[src/rtl/mem_stage_sram_ctrl_pkg.sv]
// rtl/mem_stage_sram_ctrl_pkg.sv - shared widths, address map and FSM encoding for the MEM-stage SRAM controller
package mem_stage_sram_ctrl_pkg;

  localparam int WORD_LEN    = 32;
  localparam int SRAM_ADDR_W = 18;
  localparam int BASE_ADDR   = 1024;

  typedef enum logic [1:0] {
    IDLE = 2'd0,
    LO   = 2'd1,
    HI   = 2'd2,
    DONE = 2'd3
  } state_t;

  // Word index inside the SRAM; wraps modulo the SRAM size, byte offset dropped.
  function automatic logic [SRAM_ADDR_W-2:0] word_idx(input logic [WORD_LEN-1:0] addr);
    logic [WORD_LEN-1:0] off;
    off = addr - WORD_LEN'(BASE_ADDR);
    return off[SRAM_ADDR_W:2];
  endfunction

endpackage

[src/rtl/mem_stage_sram_ctrl_if.sv]
// rtl/mem_stage_sram_ctrl_if.sv - EXE/MEM memory request bus between pipeline and SRAM controller
interface mem_stage_sram_ctrl_if;
  import mem_stage_sram_ctrl_pkg::*;

  logic                rd_en;
  logic                wr_en;
  logic [WORD_LEN-1:0] address;
  logic [WORD_LEN-1:0] write_data;
  logic [WORD_LEN-1:0] read_data;
  logic                ready;

  modport master (
    output rd_en, wr_en, address, write_data,
    input  read_data, ready
  );

  modport slave (
    input  rd_en, wr_en, address, write_data,
    output read_data, ready
  );

endinterface

[src/rtl/mem_stage_sram_ctrl_sram_phase_timer.sv]
// rtl/mem_stage_sram_ctrl_sram_phase_timer.sv - per-phase wait counter with clear and terminal flag
module sram_phase_timer #(
  parameter int WAIT_CYCLES = 2
) (
  input  logic clk,
  input  logic rst,
  input  logic clr,
  output logic term
);

  logic [3:0] cnt;

  always_ff @(posedge clk) begin
    if (rst || clr) begin
      cnt <= 4'd0;
    end else begin
      cnt <= cnt + 4'd1;
    end
  end

  assign term = (cnt == 4'(WAIT_CYCLES - 1));

endmodule

[src/rtl/mem_stage_sram_ctrl.sv]
// rtl/mem_stage_sram_ctrl.sv - executes EXE/MEM loads/stores as two half-word accesses on a 16-bit async SRAM
module mem_stage_sram_ctrl
  import mem_stage_sram_ctrl_pkg::*;
#(
  parameter int WAIT_CYCLES = 2
) (
  input  logic                   clk,
  input  logic                   rst,
  mem_stage_sram_ctrl_if.slave   bus,
  output logic [SRAM_ADDR_W-1:0] sram_addr,
  output logic [15:0]            sram_dq_o,
  input  logic [15:0]            sram_dq_i,
  output logic                   sram_dq_oe,
  output logic                   sram_we_n,
  output logic                   sram_oe_n
);

  state_t                 state, state_nxt;
  logic                   op_wr, op_wr_nxt;
  logic                   term, phase_clr, phase_end;
  logic                   req;
  logic [SRAM_ADDR_W-2:0] idx;
  logic [WORD_LEN-1:0]    read_data;

  assign req           = bus.rd_en | bus.wr_en;
  assign idx           = word_idx(bus.address);
  assign phase_end     = term && (state == LO || state == HI);
  assign bus.ready     = !(req && state != DONE);
  assign bus.read_data = read_data;

  sram_phase_timer #(.WAIT_CYCLES(WAIT_CYCLES)) u_timer (
    .clk  (clk),
    .rst  (rst),
    .clr  (phase_clr),
    .term (term)
  );

  always_comb begin
    state_nxt = state;
    op_wr_nxt = op_wr;
    phase_clr = 1'b1;
    case (state)
      IDLE: begin
        if (req) begin
          state_nxt = LO;
          op_wr_nxt = bus.wr_en;
        end
      end
      LO: begin
        phase_clr = term;
        if (term) state_nxt = HI;
      end
      HI: begin
        phase_clr = term;
        if (term) state_nxt = DONE;
      end
      DONE: state_nxt = IDLE;
      default: state_nxt = IDLE;
    endcase
  end

  // Pins are loaded from the state being entered so strobes only move on clock edges.
  always_ff @(posedge clk) begin
    if (rst) begin
      state      <= IDLE;
      op_wr      <= 1'b0;
      read_data  <= '0;
      sram_addr  <= '0;
      sram_dq_o  <= '0;
      sram_dq_oe <= 1'b0;
      sram_we_n  <= 1'b1;
      sram_oe_n  <= 1'b1;
    end else begin
      state <= state_nxt;
      op_wr <= op_wr_nxt;
      if (phase_end && !op_wr) begin
        if (state == LO) read_data[15:0]  <= sram_dq_i;
        else             read_data[31:16] <= sram_dq_i;
      end
      if (state_nxt == LO || state_nxt == HI) begin
        sram_addr <= {idx, (state_nxt == HI)};
        if (op_wr_nxt) begin
          sram_dq_o <= (state_nxt == HI) ? bus.write_data[31:16] : bus.write_data[15:0];
        end
        sram_dq_oe <= op_wr_nxt;
        sram_we_n  <= !op_wr_nxt;
        sram_oe_n  <= op_wr_nxt;
      end else begin
        sram_dq_oe <= 1'b0;
        sram_we_n  <= 1'b1;
        sram_oe_n  <= 1'b1;
      end
    end
  end

endmodule

[src/flat_wrapper.sv]
// flat-port wrapper written by rule: the top's interface ports become plain ports
module mem_stage_sram_ctrl_flat import mem_stage_sram_ctrl_pkg::*;
#(
  parameter int WAIT_CYCLES = 2
)
  (clk, rst, sram_addr, sram_dq_o, sram_dq_i, sram_dq_oe, sram_we_n, sram_oe_n, bus_rd_en, bus_wr_en, bus_address, bus_write_data, bus_read_data, bus_ready);
  mem_stage_sram_ctrl_if bus_i ();
  input  logic clk;
  input  logic rst;
  output logic [SRAM_ADDR_W-1:0] sram_addr;
  output logic [15:0] sram_dq_o;
  input  logic [15:0] sram_dq_i;
  output logic sram_dq_oe;
  output logic sram_we_n;
  output logic sram_oe_n;
  input wire logic [$bits(bus_i.rd_en)-1:0] bus_rd_en;
  input wire logic [$bits(bus_i.wr_en)-1:0] bus_wr_en;
  input wire logic [$bits(bus_i.address)-1:0] bus_address;
  input wire logic [$bits(bus_i.write_data)-1:0] bus_write_data;
  output wire logic [$bits(bus_i.read_data)-1:0] bus_read_data;
  output wire logic [$bits(bus_i.ready)-1:0] bus_ready;
  assign bus_i.rd_en = bus_rd_en;
  assign bus_i.wr_en = bus_wr_en;
  assign bus_i.address = bus_address;
  assign bus_i.write_data = bus_write_data;
  assign bus_read_data = bus_i.read_data;
  assign bus_ready = bus_i.ready;
  mem_stage_sram_ctrl #(.WAIT_CYCLES(WAIT_CYCLES)) u_core (.clk(clk), .rst(rst), .bus(bus_i), .sram_addr(sram_addr), .sram_dq_o(sram_dq_o), .sram_dq_i(sram_dq_i), .sram_dq_oe(sram_dq_oe), .sram_we_n(sram_we_n), .sram_oe_n(sram_oe_n));
endmodule
[config.mk]
export PLATFORM = sky130hd
export DESIGN_NAME = mem_stage_sram_ctrl_flat
export DESIGN_NICKNAME = d
export VERILOG_FILES = /design/src/rtl/mem_stage_sram_ctrl_pkg.sv /design/src/rtl/mem_stage_sram_ctrl_if.sv /design/src/rtl/mem_stage_sram_ctrl_sram_phase_timer.sv /design/src/rtl/mem_stage_sram_ctrl.sv /design/src/flat_wrapper.sv
export SDC_FILE = /design/constraint.sdc
export NUM_CORES = 1
export LEC_CHECK = 0
export ABC_AREA = 1
export ABC_CLOCK_PERIOD_IN_PS = 3700
export CORE_ASPECT_RATIO = 0.9
export CORE_MARGIN = 2
export CORE_UTILIZATION = 46
export CTS_BUF_LIST = sky130_fd_sc_hd__clkbuf_2
export CTS_CLUSTER_DIAMETER = 80
export DETAILED_ROUTE_END_ITERATION = 12
export PLACE_DENSITY = 0.95
export SLEW_MARGIN = 10
export SYNTH_ARGS = -nofsm -noshare
export SYNTH_HDL_FRONTEND = slang
export SYNTH_HIERARCHICAL = 1
export SYNTH_SLANG_ARGS = --single-unit
[constraint.sdc]
create_clock -name clk -period 3.7 [get_ports clk]
set_clock_uncertainty 0.05 [all_clocks]
set_input_delay 0.555 -clock clk [delete_from_list [all_inputs] [get_ports clk]]
set_output_delay 0.555 -clock clk [all_outputs]
set_load 0.03 [all_outputs]
After elaboration in Yosys (flattened, before gate mapping):

Index checks and enable logic that the tools add are counted.

* bits in registers: 76
* input port bits: 84
* output and inout bits: 70
* word-level logic and storage cells: 45

* add/sub/neg operators: 2
* eq/ne operators: 7
* mux-type cells: 8
* bitwise operators: 3
* reductions and logical operators: 15

Operators by type and width (number)
* 19-bit by 11-bit subtractor with 19-bit output (second input constant): 1
* 16-bit 2-to-1 mux: 1
* 2-bit case mux with 4 select lines: 1
* 2-bit == test (second input constant): 3
* 2-bit 2-to-1 mux: 3
* 2-bit AND reduction: 3
* 4-bit by 1-bit adder with 4-bit output (second input constant): 1
* 2-bit by 1-bit == test with 1-bit output (second input constant): 2
* 4-bit by 1-bit == test with 1-bit output (second input constant): 1
* 2-bit OR reduction: 2
* 1-bit logical AND: 3
* 1-bit zero test: 3
* 1-bit logical OR: 3
* 1-bit 2-to-1 mux: 3
* 2-bit zero test: 1
* 2-bit != test (second input constant): 1
* 1-bit inverter: 2
* 1-bit bitwise OR: 1

Logic depth before layout (Yosys ltp):

Gate-level depths: netlist of the first run.

* depth after elaboration: 7
* mapped depth: 17
* mapped depth without buffers: 15

By module:

Netlist of the first run, hierarchy kept.

Modules (own cells, without submodules)
* mem_stage_sram_ctrl: instances 1, cells each 433, area each 3120.5 sq um, seq. area each 1441.4 sq um
* sram_phase_timer: instances 1, cells each 20, area each 173.9 sq um, seq. area each 80.1 sq um

Worst setup path before layout of the first run:

OpenSTA, ideal clock, no wires.

* path type: reg-to-reg
* start: register u_core.state[1]
* end: register u_core.sram_dq_o[10]
* setup time: 0.112 ns
* arrival: 2.204 ns
* required time: 3.538 ns
* setup slack: 1.334 ns
* stages on the path, launching flop included: 15
* path buffers: 3
* path through: dfxtp_1 > inv_1 > ha_1 > clkbuf_1 > inv_1 > nor2_1 > o31ai_1 > ha_1 > clkbuf_1 > inv_1 > clkbuf_1 > a21boi_0 > nand3_1 > nand2_1 > nor2_1

* longest elaborated chain between the ends: 5
* elaborated cells on any way between the ends: 14
* those cells by class: eq/ne: 5; mux: 6; reduce/logical: 3

RTL lines
* from (decl): line mem_stage_sram_ctrl.sv:18 `state_t state, state_nxt;`
* from (signal assigned): line mem_stage_sram_ctrl.sv:74 `state <= state_nxt;`
* 2-bit == test (tied with other cells): line mem_stage_sram_ctrl.sv:42 `case (state)`
* 2-bit case mux with 4 select lines: line mem_stage_sram_ctrl.sv:42
* 2-bit by 1-bit == test with 1-bit output or 2-bit == test (tied branches): line mem_stage_sram_ctrl.sv:80, mem_stage_sram_ctrl.sv:83
* 1-bit logical OR: line mem_stage_sram_ctrl.sv:80 `if (state_nxt == LO || state_nxt == HI) begin`
* 2-bit AND reduction (no source line)
* to (signal assigned): line mem_stage_sram_ctrl.sv:83 `sram_dq_o <= (state_nxt == HI) ? bus.write_data[31:16] : bus.write_data[15:0];`
* to (decl): line mem_stage_sram_ctrl.sv:11 `output logic [15:0] sram_dq_o,`

Several ways; a longest one is shown, not always the timed one.
A chain may end at the register's enable or synchronous reset.

Worst setup path in the final report of the first run:

* start: register u_core.u_timer.cnt[0]
* end: register u_core.sram_addr[13]

* longest elaborated chain between the ends: 5
* elaborated cells on any way between the ends: 7
* those cells by class: eq/ne: 3; mux: 3; reduce/logical: 1

RTL lines
* from (decl): line mem_stage_sram_ctrl_sram_phase_timer.sv:11 `logic [3:0] cnt;`
* from (signal assigned): line mem_stage_sram_ctrl_sram_phase_timer.sv:17 `cnt <= cnt + 4'd1;`
* 4-bit by 1-bit == test with 1-bit output (*): line mem_stage_sram_ctrl_sram_phase_timer.sv:21 `assign term = (cnt == 4'(WAIT_CYCLES - 1));`
* net u_core.term: line mem_stage_sram_ctrl.sv:20 `logic term, phase_clr, phase_end;`
* 2-bit 2-to-1 mux (on tied branches): line mem_stage_sram_ctrl.sv:55, mem_stage_sram_ctrl.sv:51
* 2-bit case mux with 4 select lines (*): line mem_stage_sram_ctrl.sv:42
* 2-bit by 1-bit == test with 1-bit output or 2-bit == test (tied branches): line mem_stage_sram_ctrl.sv:80
* 1-bit logical OR (*): line mem_stage_sram_ctrl.sv:80
* to (signal assigned): line mem_stage_sram_ctrl.sv:81 `sram_addr <= {idx, (state_nxt == HI)};`
* to (decl): line mem_stage_sram_ctrl.sv:10 `output logic [SRAM_ADDR_W-1:0] sram_addr,`

The timed path passes the listed nets; every way through them passes the cells marked *.

==> run_results.csv, run 1 <==
group,metric,value,unit
run_status,status,"complete, no violations",
clock_tree,clock_latency,550,ps
clock_tree,htree_levels,3,
global_route,grt_max_degree,27,
global_route,grt_pass1_wl,14.7,mm
drt,drtIter0Drc,146,
worst_setup_path,critPathMaxStageDelay,450,ps
clock_tree,cts_made_buffers,9,
clock_tree,cts_resized,0,
synth,synth_seq_area_share,0.462,
global_route,grt_pass1_vias,3189,
drt,drt_first_pass_iters,4,
finish,area_growth,48.3,%
placed_design,dp_hpwl,6.76,mm
placed_design,dpl_cell_area,4750,µm²
worst_setup_path,crit_buf_inv,4,
worst_hold_path,min_path_type,"flip-flop to flip-flop",
drt,wl_per_cell,13.6,µm
floorplanning,die-area,7860,µm²
sta,tightest_slew,751,ps
synth,post-synth-top-count-cell,"nor2_1",
drt,num_vias,3446,
worst_setup_path,path_max_fanout,21,
drt,viasPerCell,5.04,
drt,drtAntennaViolNets,0,
global_route,grt_usage,0.233,
sta,fin_setup_tns,0,ps
synth,synthTopCellsByArea,"dfxtp_1 (46%), nor2_1 (12%), nand2_1 (8.7%)",
synth,ys.flop_type,"dfxtp_1",
worst_setup_path,critPathKind,"flip-flop to flip-flop",
worst_setup_path,path_depth,14,
synth,netlist_top_cells_count,"nor2_1 (107), dfxtp_1 (76), nand2_1 (76)",
synth,postSynthAreaPerCell,7.27,µm²
clock_tree,cts_tree,"yes",
finish,fin_area,4880,µm²
floorplanning,core,7000,µm²
floorplanning,row_count,29,
floorplanning,initial_utilization,0.470,
global_route,gr-total-overflow,0,
clock_tree,cts_hold_buf,0,
flow_run,maxCapViolCount,0,
sta,hold_slack,435,ps
synth,synth_cell_types,29,
clock_tree,postCtsSetupBuffers,0,
placed_design,gp_congestion,0.899,
worst_setup_path,end_kind,"flip-flop",
finish,drive_gt1_frac,0.0541,
worst_setup_path,crit_slowest_cell,"dfxtp_1",
pwr,ir_worst_vdd,0.669,mV
synth,synth_area_leader_cell,"dfxtp_1",
synth,synth_top_area_share,0.462,
finish,seq_area,1520,µm²
sta,max_slew_margin,0.499,
worst_setup_path,crit_required,4100,ps
clock_tree,path_clk_slew,230,ps
sta,fmax,0.343,GHz
sta,slew_viol_final,0,
finish,multiInputGateArea,1550,µm²
worst_setup_path,reg2reg_depth,14,
global_route,antenna_found_initial,0,
worst_setup_path,crit_top_cell,"nor2_1",
worst_setup_path,cp_cell_sequence,"ha_1, nand2_1, nor2_1, inv_2, nor2_1, nor2_1, nand2_1, o31ai_1, ha_1, clkinv_1, buf_4, o21ai_0, o21bai_1, inv_1",
worst_setup_path,start_kind,"flip-flop",
synth,synth_edf_count,0,
synth,async_reset_ff_frac,0,
clock_tree,clkSinkCount,76,
sta,layout_setup_ws,787,ps
clock_tree,cts_root_buffer,"clkbuf_2",
pwr,p_per_area,796,nW/µm²
finish,finalNetCount,681,
drt,drt_wl_total,9.28,mm
synth,syn-num-nets,548,
sta,rsz0062_at_grt,"false",
sta,setup_viol,0,
finish,fillers,540,
synth,netlist_area,3290,µm²
synth,yosysWarnings,6,
floorplanning,die_w,93.2,µm
finish,antenna_cells,0,
worst_setup_path,critPathTopFamily,"buffers and inverters",
sta,min_period_over_period,0.787,
synth,ys_ff_latch,76,
clock_tree,clk_path_buf_depth,2,
sta,fin_crit,2910,ps
placed_design,port-buffer-count,138,
placed_design,pre_cts_ws,708,ps
sta,hold_viol,0,
floorplanning,ios,154,
synth,syn_inst,453,
worst_setup_path,cp.arrival,3310,ps
pwr,p_leak,2.00,nW
worst_hold_path,worstHoldPathCells,2,
drt,drc_errors,0,
floorplanning,die_h,84.3,µm
-- where the power goes --
| part | internal [W] | switching (W) |
|---|---|---|
| clock | 0.000174 | 0.000332 |
| combinational | 0.000812 | 0.00144 |
| sequential | 0.00102 | 0.000107 |
-- worst reg2reg max path: stages (launching register included) --
cell and delay, ps:
dfxtp_1 450, ha_1 190, nand2_1 60, nor2_1 220, inv_2 100, nor2_1 110, nor2_1 50, nand2_1 70
o31ai_1 90, ha_1 310, clkinv_1 440, buf_4 380, o21ai_0 150, o21bai_1 120, inv_1 40
-- layout by cell type (no fill, tap or decap), drive strengths merged, types with 2 or more instances in the layout --
| cell type | instances |
|---|---|
| clkdlybuf4s50 | 138 |
| nor2 | 109 |
| nand2 | 77 |
| dfxtp | 76 |
| nand3 | 41 |
| o21ai | 37 |
| inv | 36 |
| a21oi | 19 |
| a21boi | 16 |
| ha | 11 |
| clkbuf | 9 |
| buf | 7 |
| clkinv | 4 |
| or2 | 2 |
-- sequential cells by signal, indices dropped and copies added, names as in the netlist, 2 cells and up --
| signal | count |
|---|---|
| u_core/bus.read_data | 32 |
| u_core/sram_addr | 18 |
| u_core/sram_dq_o | 16 |
| u_core/state | 2 |
| u_core/u_timer/cnt | 4 |
-- metal layers --
metal / up-vias / track usage / part of all wire
li1: 1711 / - / -
met1: 1578 / 0.262 / 0.41
met2: 135 / 0.418 / 0.50
met3: 22 / 0.0754 / 0.066
met4: 0 / 0.0762 / 0.025
met5: - / 0 / 0
-- cell type report --
type | count | area share
clock inverters | 7 | 0.0190
well taps | 93 | 0.0238
repair buffers | 145 | 0.294
flip-flops and latches | 76 | 0.311
inverters | 34 | 0.0261
multi-input cells | 320 | 0.317
clock buffers | 9 | 0.00922
-- logic make-up (layout without fill, tap and decap cells) --
family,after synthesis,count (layout),synth area share
flops,76,76,0.462
fa+ha+maj,11,11,0.0418
buf+inv,57,195,0.0684
compound gates,76,76,0.132
xor+xnor,2,2,0.00532
simple gates,231,231,0.291
-- stage by stage --
step                      cells  utilization  total power [W]
after global routing        684        0.698          0.00418
after floorplan             453            -          0.00263
after detailed placement    668        0.678          0.00337
after global placement      668        0.678          0.00327
after CTS                   684        0.698          0.00388
final                       684        0.698          0.00389
-- worst paths after layout --
kind                              to                    start  slack, ps
max reg2reg     u_core/sram_addr[13]    u_core/u_timer/cnt[0]        790
min          u_core/bus.read_data[0]  u_core/bus.read_data[0]        430
max             u_core/sram_addr[13]    u_core/u_timer/cnt[0]        790
min reg2reg  u_core/bus.read_data[0]  u_core/bus.read_data[0]        430
Note: power is estimated with default switching activity, not from simulation.
==> run 2, diff against run 1 <==
- ABC_CLOCK_PERIOD_IN_PS: 3700 -> 2400
- CORE_UTILIZATION: 46 -> 38
- PLACE_DENSITY: 0.95 -> 0.87
- clock period: 3.7 -> 2.4 ns (I/O delays scaled with it)
==> run 2 against run 1 <==
Effect of this change: global-route usage is 4.7 points lower; register-to-register slack lost 630 ps; sequential share of layout area is 0.81 points lower; critical path type unchanged; clock power rose by 63%; first-iteration DRC count is 3.4% lower; design area rose by 3.2%; critical path depth down 1; via count fell by 1.5%; total power up 63%.
==> run_results.csv, run 2 (synthesis results as in run 1) <==
group,metric,value,unit
run_status,status,"complete, no violations",
global_route,antenna_found_initial,0,
clock_tree,path_clk_slew,240,ps
placed_design,dp_hpwl,6.58,mm
clock_tree,clock_latency,500,ps
sta,fmax,0.446,GHz
drt,route.met3.wl,662,µm
worst_setup_path,path_max_fanout,8,
floorplanning,ios,154,
worst_setup_path,cp.arrival,2630,ps
clock_tree,clk_path_buf_depth,2,
drt,drt_first_pass_iters,4,
placed_design,dpl_cell_area,4860,µm²
finish,layout_commonest_cell,"clkdlybuf4s50_1",
sta,fin_crit,2240,ps
worst_setup_path,cp_cell_sequence,"inv_1, ha_1, nor2_1, nor2_1, nand2_1, o31ai_2, ha_2, buf_4, clkinvlp_4, a21boi_0, nand3_1, nand2_1, nor2_1",
worst_setup_path,crit_required,2780,ps
sta,fin_setup_tns,0,ps
drt,num_vias,3396,
drt,viasPerCell,4.73,
drt,dr_wl_met2,4.36,mm
sta,min_period_over_period,0.935,
sta,max_slew_margin,0.650,
floorplanning,initial_utilization,0.388,
drt,drt_wl_total,8.95,mm
finish,largest_reg_flops,32,
floorplanning,row_count,32,
placed_design,port-buffer-count,138,
worst_setup_path,crit_slowest_cell,"dfxtp_2",
global_route,grt_pass1_vias,3102,
drt,drtIter0Drc,141,
worst_setup_path,end_kind,"flip-flop",
sta,hold_viol,0,
pwr,p_leak,2.06,nW
worst_setup_path,critPathMaxStageDelay,380,ps
clock_tree,clkSinkCount,76,
finish,area_growth,53.0,%
clock_tree,cts_tree,"yes",
finish,drive_gt1_frac,0.0818,
sta,slew_viol_final,0,
worst_setup_path,reg2reg_slack,160,ps
clock_tree,cts_made_buffers,9,
global_route,grt_usage,0.187,
drt,top_layer,"met4",
finish,largestRegisters,"u_core/bus.read_data (32), u_core/sram_addr (18), u_core/sram_dq_o (16)",
placed_design,gp_congestion,0.912,
sta,tightest_slew,524,ps
finish,final_cell_mix,"clkdlybuf4s50_1 (137), nor2_1 (106), nand2_1 (76), dfxtp_1 (72), nand3_1 (41)",
global_route,gr-total-overflow,0,
worst_setup_path,crit_top_cell,"nor2_1",
flow_run,maxCapViolCount,0,
floorplanning,die_h,92.3,µm
finish,finalNetCount,689,
pwr,p_per_area,1260,nW/µm²
worst_setup_path,start_kind,"flip-flop",
drt,wl_per_cell,12.5,µm
drt,drtAntennaViolNets,0,
clock_tree,htree_levels,3,
drt,drc_errors,0,
clock_tree,cts_root_buffer,"clkbuf_2",
global_route,grt_max_degree,30,
floorplanning,die-area,9430,µm²
finish,fin_area,5040,µm²
global_route,grt_pass1_wl,14.0,mm
worst_hold_path,min_path_type,"input pin to flip-flop",
worst_setup_path,critPathKind,"flip-flop to flip-flop",
floorplanning,die_w,102,µm
finish,antenna_cells,0,
finish,largest_register,"u_core/bus.read_data",
sta,setup_viol,0,
drt,wl_met1,3.81,mm
pwr,ir_worst_vdd,0.738,mV
floorplanning,core,8490,µm²
clock_tree,cts_hold_buf,0,
run 2: worst paths after layout:
path	from	endpoint	depth (start not counted)
hold reg to reg	u_core/u_timer/cnt[0]	u_core/u_timer/cnt[0]	1
setup reg to reg	u_core/state[1]	u_core/sram_dq_o[6]	13
setup / recovery	u_core/state[1]	u_core/sram_dq_o[6]	13
hold / removal	sram_dq_i[6]	u_core/bus.read_data[6]	3
run 2: worst max-delay path: cells and delay by family (launching register included):
kind                     cells  cell delay [ps]
adder cells (fa/ha/maj)      2              560
AND/OR/NAND/NOR              6              450
buffers and inverters        3              440
flip-flops                   1              380
AO/OA/AOI/OAI                2              290
run 2: area by class of cell:
| cell class | count | area, µm² |
|---|---|---|
| clock buffer | 9 | 45.0 |
| clock inverter | 7 | 98.8 |
| inverter | 34 | 131 |
| sequential | 76 | 1530 |
| timing repair buffer | 152 | 1520 |
| tap | 119 | 149 |
| timing repair inverter | 1 | 7.51 |
| multi-input combinational | 320 | 1560 |
| fill | 768 | 3450 |
run 2: per-stage QoR:
step	power, W	hold slack [ps]	util	worst slack, ps	std cells
global placement	0.00532	401	0.573	1.19	700
detailed placement	0.00543	407	0.573	-42.5	700
global route	0.00684	304	0.594	-37.6	718
floorplan	0.00405	394	-	34.2	453
CTS	0.00627	318	0.589	44.7	716
finish	0.00633	374	0.594	157	718
run 2: routing by layer:
layer,up-vias,GRT usage
met5,-,0
met4,0,0.0622
met3,12,0.0596
met2,131,0.314
met1,1527,0.225
li1,1726,-
run 2: repair_timing:
action,in CTS,in global routing
setup buffers,0,1
gates resized for setup,0,11
setup endpoints to repair,0,50
hold endpoints to repair,0,0
run 2: power breakdown:
part	internal, W	leakage, nW	switching (W)	total, W
Combinational	0.00151	1.35	0.00225	0.00375
Clock	0.000351	0.0841	0.000474	0.000826
Sequential	0.00158	0.623	0.000164	0.00175
==> run 3, diff against run 2 <==
- ABC_CLOCK_PERIOD_IN_PS: 2400 -> 2160
- CORE_UTILIZATION: 38 -> 40
- clock period: 2.4 -> 2.16 ns (I/O delays scaled with it)
==> run 3 against run 2 <==
Effect of this change: critical path depth increased by 3; count of clock-buffer cells in the layout unchanged; non-clock buffer count rose by 10; critical endpoint is now u_core/sram_dq_o[8]; largest power group unchanged; highest routed layer unchanged.
==> run_results.csv, run 3 (synthesis results as in run 1) <==
group,metric,value,unit
global_route,gr-total-overflow,0,
sta,tightest_slew,550,ps
sta,slew_viol_final,0,
finish,finalNetCount,698,
global_route,antenna_found_initial,0,
sta,setup_viol,0,
clock_tree,clock_latency,510,ps
sta,fin_crit,2150,ps
floorplanning,die_w,99.7,µm
worst_setup_path,crit_top_cell,"nand2_1",
finish,drive_gt1_frac,0.117,
pwr,p_leak,2.12,nW
worst_setup_path,end_kind,"flip-flop",
worst_setup_path,crit_buf_inv,3,
sta,rsz0062_at_grt,"true",
worst_setup_path,crit_slowest_cell,"dfxtp_2",
sta,fin_setup_tns,0,ps
worst_setup_path,crit_required,2530,ps
floorplanning,initial_utilization,0.410,
worst_hold_path,min_path_type,"input pin to flip-flop",
clock_tree,cts_tree,"yes",
placed_design,gp_congestion,0.834,
drt,num_vias,3483,
finish,antenna_cells,0,
clock_tree,cts_hold_buf,0,
worst_setup_path,cp_cell_sequence,"inv_2, ha_4, nand2_4, nor2_4, inv_2, nor2_2, nor2_1, nand2_1, o31ai_4, ha_4, buf_12, nand2_1, a21boi_0, nand3_1, nand2_1, nor2_1",
finish,largestRegisters,"u_core/bus.read_data (32), u_core/sram_addr (18), u_core/sram_dq_o (16)",
drt,drt_wl_total,9.59,mm
sta,min_period_over_period,0.996,
global_route,grt_usage,0.207,
global_route,grt_pass1_wl,15.3,mm
worst_setup_path,cp.arrival,2520,ps
run_status,status,"complete, no violations",
drt,viasPerCell,4.93,
pwr,p_per_area,1530,nW/µm²
worst_setup_path,path_max_fanout,16,
finish,layout_commonest_cell,"clkdlybuf4s50_1",
finish,final_cell_mix,"clkdlybuf4s50_1 (137), nor2_1 (101), nand2_1 (75), dfxtp_1 (72), nand3_1 (40)",
placed_design,dp_hpwl,6.78,mm
finish,final_cells,707,
sta,max_slew_margin,0.633,
finish,area_growth,57.7,%
finish,largest_reg_flops,32,
global_route,grt_pass1_vias,3374,
clock_tree,clk_path_buf_depth,2,
drt,drc_errors,0,
worst_setup_path,critPathMaxStageDelay,370,ps
floorplanning,ios,154,
sta,fmax,0.465,GHz
finish,largest_register,"u_core/bus.read_data",
flow_run,maxCapViolCount,0,
worst_setup_path,start_kind,"flip-flop",
clock_tree,clkSinkCount,76,
drt,wl_per_cell,13.6,µm
clock_tree,htree_levels,3,
floorplanning,core,8030,µm²
placed_design,place_inst,686,
worst_setup_path,critPathKind,"flip-flop to flip-flop",
floorplanning,die-area,8980,µm²
clock_tree,cts_made_buffers,9,
clock_tree,path_clk_slew,230,ps
floorplanning,die_h,90.1,µm
drt,drt_first_pass_iters,5,
worst_setup_path,critPathTopFamily,"simple AND/OR/NAND/NOR gates",
pwr,ir_worst_vdd,0.943,mV
drt,drtAntennaViolNets,0,
global_route,grt_max_degree,34,
sta,hold_viol,0,
floorplanning,row_count,31,
placed_design,port-buffer-count,138,
clock_tree,cts_root_buffer,"clkbuf_2",
drt,drtIter0Drc,136,
[run 3: what timing repair did]
| item | 4_1_cts | 5_1_grt |
|---|---|---|
| endpoints found under the setup margin | 34 | 38 |
| gates resized for setup | 7 | 26 |
| cloned | 1 | 2 |
| hold endpoints to repair | 0 | 0 |
| setup buffers | 2 | 0 |
| pin swaps | 4 | 11 |
[run 3: per-layer routing]
| layer | part of all wire | global-route usage |
|---|---|---|
| met5 | 0 | 0 |
| met2 | 0.48 | 0.340 |
| met3 | 0.067 | 0.0474 |
| met4 | 0.030 | 0.110 |
| met1 | 0.42 | 0.251 |
[run 3: report_power, final]
part / total, W / leakage (nW) / switching [W] / internal [W]
logic: 0.00519 / 1.43 / 0.00280 / 0.00239
clock network: 0.000805 / 0.0720 / 0.000531 / 0.000273
registers: 0.00195 / 0.623 / 0.000186 / 0.00176
total: 0.00794 / 2.12 / 0.00352 / 0.00442
[run 3: worst register-to-register path, cell delays in order, from the launching register on]
cell	delay [ps]
dfxtp_2	370
inv_2	60
ha_4	130
nand2_4	50
nor2_4	150
inv_2	60
nor2_2	100
nor2_1	50
nand2_1	110
o31ai_4	100
ha_4	180
buf_12	140
nand2_1	70
a21boi_0	200
nand3_1	90
nand2_1	90
nor2_1	60
[run 3: final cells by class]
type | instances | area [µm²]
Fill cell | 672 | 2840
Multi-Input combinational cell | 320 | 1630
Inverter | 34 | 133
Sequential cell | 76 | 1530
Clock buffer | 9 | 45.0
Tap cell | 99 | 124
Timing Repair Buffer | 162 | 1660
Clock inverter | 7 | 77.6
[run 3: worst paths after layout]
kind	cells past startpoint	to	from	slack [ps]
max	16	u_core/sram_dq_o[8]	u_core/u_timer/cnt[1]	10
min	3	u_core/bus.read_data[3]	sram_dq_i[3]	330
max reg2reg	16	u_core/sram_dq_o[8]	u_core/u_timer/cnt[1]	10
min reg2reg	2	u_core/bus.read_data[9]	u_core/bus.read_data[9]	430
[run 3: per-stage QoR]
stage	instance area, µm²	worst slack [ps]	hold slack (ps)	power, W	utilization
floorplan	3320	3.39	368	0.00460	-
global placement	4880	-202	400	0.00607	0.608
detailed placement	4880	-240	407	0.00621	0.608
CTS	5070	2.49	288	0.00745	0.631
global route	5190	-104	287	0.00853	0.647
finish	5190	9.57	329	0.00794	0.647
